File: src/rtl/data_out_ser.sv
// Byte-serial readback of one of four configuration sources over a valid/ready port.
// A request snapshots the chosen source, then streams its bytes LSB first, then pulses done.
module data_out_ser (
    input  logic        clk,
    input  logic        rst,
    input  logic        rd_start,
    input  logic [1:0]  rd_sel,
    input  logic [31:0] sram_trunc_in,
    input  logic [4:0]  trunc_sel_in,
    input  logic [9:0]  sram_priv_in,
    input  logic [9:0]  word_sel_in,
    output logic [7:0]  data_out,
    output logic        data_out_valid,
    input  logic        data_out_ready,
    output logic [1:0]  byte_idx,
    output logic        busy,
    output logic        done,
    output logic        rd_err,
    output logic [1:0]  state_o
);

    // Handshake: a byte moves on a rising edge where data_out_valid and
    // data_out_ready are both 1; while valid=1 and ready=0 data_out/byte_idx hold.
    typedef enum logic [1:0] {
        IDLE = 2'd0,
        SEND = 2'd1,
        DONE = 2'd2
    } state_t;

    state_t      state_q;
    logic [31:0] hold_q;
    logic [1:0]  last_q;
    logic [1:0]  idx_q;
    logic [7:0]  data_q;
    logic        valid_q;
    logic        busy_q;
    logic        done_q;
    logic        err_q;

    logic [31:0] snap_d;
    logic [1:0]  last_d;
    logic [1:0]  idx_d;
    logic [7:0]  byte_d;

    always_comb begin
        snap_d = 32'h0;
        last_d = 2'd0;
        case (rd_sel)
            2'b00: begin
                snap_d = sram_trunc_in;
                last_d = 2'd3;
            end
            2'b01: begin
                snap_d = {27'h0, trunc_sel_in};
                last_d = 2'd0;
            end
            2'b10: begin
                snap_d = {22'h0, sram_priv_in};
                last_d = 2'd1;
            end
            default: begin
                snap_d = {22'h0, word_sel_in};
                last_d = 2'd1;
            end
        endcase
    end

    assign idx_d = idx_q + 2'd1;

    // Byte offered after the current one is accepted, taken from the snapshot only.
    always_comb begin
        byte_d = 8'h00;
        case (idx_d)
            2'd0:    byte_d = hold_q[7:0];
            2'd1:    byte_d = hold_q[15:8];
            2'd2:    byte_d = hold_q[23:16];
            default: byte_d = hold_q[31:24];
        endcase
    end

    always_ff @(posedge clk) begin
        if (rst) begin
            state_q <= IDLE;
            hold_q  <= 32'h0;
            last_q  <= 2'd0;
            idx_q   <= 2'd0;
            data_q  <= 8'h00;
            valid_q <= 1'b0;
            busy_q  <= 1'b0;
            done_q  <= 1'b0;
            err_q   <= 1'b0;
        end else begin
            err_q <= rd_start && (state_q != IDLE);
            case (state_q)
                IDLE: begin
                    done_q <= 1'b0;
                    if (rd_start) begin
                        state_q <= SEND;
                        hold_q  <= snap_d;
                        last_q  <= last_d;
                        idx_q   <= 2'd0;
                        data_q  <= snap_d[7:0];
                        valid_q <= 1'b1;
                        busy_q  <= 1'b1;
                    end
                end
                SEND: begin
                    if (valid_q && data_out_ready) begin
                        if (idx_q == last_q) begin
                            state_q <= DONE;
                            valid_q <= 1'b0;
                            data_q  <= 8'h00;
                            idx_q   <= 2'd0;
                            done_q  <= 1'b1;
                        end else begin
                            idx_q  <= idx_d;
                            data_q <= byte_d;
                        end
                    end
                end
                DONE: begin
                    state_q <= IDLE;
                    done_q  <= 1'b0;
                    busy_q  <= 1'b0;
                end
                default: begin
                    state_q <= IDLE;
                    valid_q <= 1'b0;
                    data_q  <= 8'h00;
                    idx_q   <= 2'd0;
                    busy_q  <= 1'b0;
                    done_q  <= 1'b0;
                end
            endcase
        end
    end

    assign data_out       = data_q;
    assign data_out_valid = valid_q;
    assign byte_idx       = idx_q;
    assign busy           = busy_q;
    assign done           = done_q;
    assign rd_err         = err_q;
    assign state_o        = state_q;

endmodule
File: config.mk
export PLATFORM = sky130hd
export DESIGN_NAME = data_out_ser
export DESIGN_NICKNAME = d
export VERILOG_FILES = /design/src/rtl/data_out_ser.sv
export SDC_FILE = /design/constraint.sdc
export NUM_CORES = 1
export LEC_CHECK = 0
export CORE_ASPECT_RATIO = 0.75
export CORE_MARGIN = 10
export CORE_UTILIZATION = 49
export DETAILED_ROUTE_END_ITERATION = 8
export MAX_ROUTING_LAYER = met4
export PLACE_DENSITY = 0.9
export SYNTH_ARGS = -nofsm -noshare
export SYNTH_HDL_FRONTEND = slang
export SYNTH_SLANG_ARGS = --single-unit
File: constraint.sdc
create_clock -name clk -period 3.2 [get_ports clk]
set_clock_uncertainty 0.15 [all_clocks]
set_input_delay 0.64 -clock clk [delete_from_list [all_inputs] [get_ports clk]]
set_output_delay 0.64 -clock clk [all_outputs]
set_load 0.1 [all_outputs]
==> summary.md <==
| Metric | Value |
|---|---|
| Status | `complete, no violations` |
| Setup Fix Bufs, Post-CTS | `0` |
| Worst min path class | `flip-flop to flip-flop` |
| Final WL | `6.97 mm` |
| Final std cells w/o fill | `between 300 and 400` |
| CTS tree | `built` |
| Most frequent cells in the layout | `clkdlybuf4s50_1 (62), dfxtp_1 (50), nand2_1 (36), a21oi_1 (30), nand3_1 (22)` |
| RSZ-0062 raised after global routing | `false` |
| Syn Area/Cell | `a little over 9 µm²` |
| GPL Wtd Cong | `roughly 0.82` |
| CTS Buffer Depth | `2` |
| #FFs+latches synth | `50` |
| Final Max Slew Viols | `0` |
| Post-DP Area | `a little over 0.003 mm²` |
| Hold Buf Count CTS | `0` |
| Clk slew on worst S/H paths | `90 ps` |
| Fin area | `~0.0032 mm²` |
| I/O pin total | `79` |
| Ys Warns | `0` |
| Vias per std cell | `around 5.7` |
| Power per cell area | `about 430 mW/mm²` |
| Slew margin rel. | `a little over a third` |
| Total of max-cap violations | `0` |
| Worst Tran Pin Value | `about 950 ps` |
| Wire per inst | `18.1 µm` |
| DRC | `0` |
| DRT antenna net count | `0` |
| Peak supply drop | `0.000304 V` |
| Filler instances | `361` |
| Max stage delay on crit path | `just over 800 ps` |
| Clk_lat worst skew | `between 300 and 400 ps` |
| Placement Setup Slack | `424 ps` |
| Worst Path Required | `3260 ps` |
| Maximum number of pins on one net before global-route repair | `42` |
| Slowest-stage cell, CP | `clkdlybuf4s50_1` |
| Post-CTS Resized | `0` |
| Global Route Usage Sum | `17.5%` |
| HPWL after detailed placement | `5.29 mm` |
| CTS buffer count | `5` |
| Synth async-reset ratio | `0%` |
| Placed Cells incl. Taps | `378` |
| Final setup viols | `0` |
| P&R area growth vs syn | `33.7%` |
| CP startpoint kind | `primary input` |
| Core Area | `~0.0046 mm²` |
| Diode count | `0` |
| Drt pass-1 iters | `4` |
| Final worst slack | `765 ps` |
| Share of layout cells above drive strength 1 | `around 11%` |
| Die X | `between 100 and 150 µm` |
| CP Cell Sequence | `clkdlybuf4s50_1 > mux4_1 > and2_1 > a221o_1` |
| Num rows | `21` |
| Yosys cell types | `39` |
| Most common cell after layout, fill and taps aside | `clkdlybuf4s50_1` |
| DR vias | `2210` |
| Top FF cell, synth | `dfxtp_1` |
| Syn Inst Count | `between 200 and 300` |
| Tcrit/Tclk final | `about three quarters` |
| Initial Util | `52.2%` |
| Total gr overflow | `0` |
| Count of port buffers added during placement | `78` |
| Antenna violations before repair | `0` |
| Synth Cell Area | `0.00240 mm²` |
| Fin. Hold Viols | `0` |
| Clock sinks | `50` |
| Seq/Total Area, Yosys | `41.7%` |
| Leak | `0.00118 µW` |
| Hold slack | `307 ps` |
| Crit path buffers/inverters | `1` |
| Worst path top cell family by delay | `buffers and inverters` |
| Die area | `0.00813 mm²` |
| Sum Neg Setup Slack | `0 ps` |
| Number of synthesized flops with an enable pin | `0` |
| Root Driver | `clkbuf_8` |
| Arrival @ worst endpoint | `2490 ps` |
| Htree depth | `2` |
| Number of global-route vias before repair | `2223` |
| CP Class | `primary input to flip-flop` |
| Fin crit period | `2440 ps` |
| Nets@finish | `roughly 400` |
| CP Capture Type | `flip-flop` |
| Max Clk Rate | `0.411 GHz` |
| Crit-path max FO | `11` |
| First-pass GRT wire length | `11.0 mm` |
| Die Y | `80.6 µm` |
| Initial DRC count | `roughly 170` |
| Syn Nets | `331` |
stage by stage:
stage | total power [µW] | utilization (%)
after floorplan | 887 | -
final | 1390 | 69.9
after detailed placement | 1010 | 67.8
after global routing | 1440 | 69.9
after global placement | 1000 | 67.8
after CTS | 1390 | 69.9
flip-flops by register name (all words and copies together), names as in the netlist:
signal          count
data_out            8
last_q              2
byte_idx            2
data_out_valid      1
busy                1
state_o             2
done                1
rd_err              1
hold_q             32
power breakdown:
| group | internal, µW | switching (µW) |
|---|---|---|
| registers | 652 | 21.9 |
| logic | 135 | 185 |
| clock network | 174 | 219 |
cell usage after synthesis (all sizes together) (2+ instances only):
cell type | instances | area share (%)
buf | 15 | 3.6
and2 | 7 | 1.9
a21boi | 3 | 0.94
xor2 | 2 | 0.73
a211oi | 10 | 3.6
nand2 | 36 | 5.6
a21oi | 30 | 6.2
a22oi | 2 | 0.62
dfxtp | 50 | 42
mux4 | 5 | 4.8
clkbuf | 9 | 1.4
a221o | 8 | 3.3
mux2i | 11 | 4.6
mux2 | 3 | 1.4
nand3 | 22 | 4.6
nor2 | 10 | 1.6
a21o | 4 | 1.3
ha | 4 | 2.1
inv | 11 | 1.7
a222oi | 8 | 3.3
nor3b | 3 | 1.4
worst paths after layout:
path / startpoint / endpoint / slack, ps / cells after the start
worst min register to register: hold_q[19] / hold_q[19] / 310 / 2
worst max-delay path: rd_sel[0] / data_out[0] / 760 / 4
worst min-delay path: hold_q[19] / hold_q[19] / 310 / 2
worst max register to register: byte_idx[0] / data_out[1] / 1030 / 5
area by class of cell:
type,count,area [µm²],share of cell area [%]
Inverter,12,45.0,1.40
Multi-Input combinational cell,178,1240,38.5
Timing Repair Buffer,81,763,23.8
Clock inverter,2,12.5,0.390
Clock buffer,6,82.6,2.57
Tap cell,57,71.3,2.22
Sequential cell,50,1000,31.2
worst register-to-register path: stages (launching register included):
cell and delay, ps:
dfxtp_1 460, inv_1 130, ha_1 350, a222oi_1 450
mux2i_1 170, a221o_1 350
metal layers:
| layer | vias to the layer above | GRT usage (%) | share of wire [%] | wire length [µm] |
|---|---|---|---|---|
| li1 | 1079 | - | - | - |
| met1 | 1034 | 20.5 | 43 | 2980 |
| met2 | 88 | 28.1 | 48 | 3360 |
| met3 | 9 | 5.13 | 7.8 | 543 |
| met4 | 0 | 5.63 | 1.3 | 88 |
| met5 | - | - | 0 | 0 |
cell families after synthesis:
group	count (synthesis)	synth area share (%)
AOI/OAI and AO/OA	71	21.4
muxes	19	10.8
adders and majority gates	4	2.08
DFF	50	41.7
buffers and inverters	36	6.87
xor gates and xnor gates	2	0.729
and+or+nand+nor	82	16.4
(Power assumes the default switching activity.)
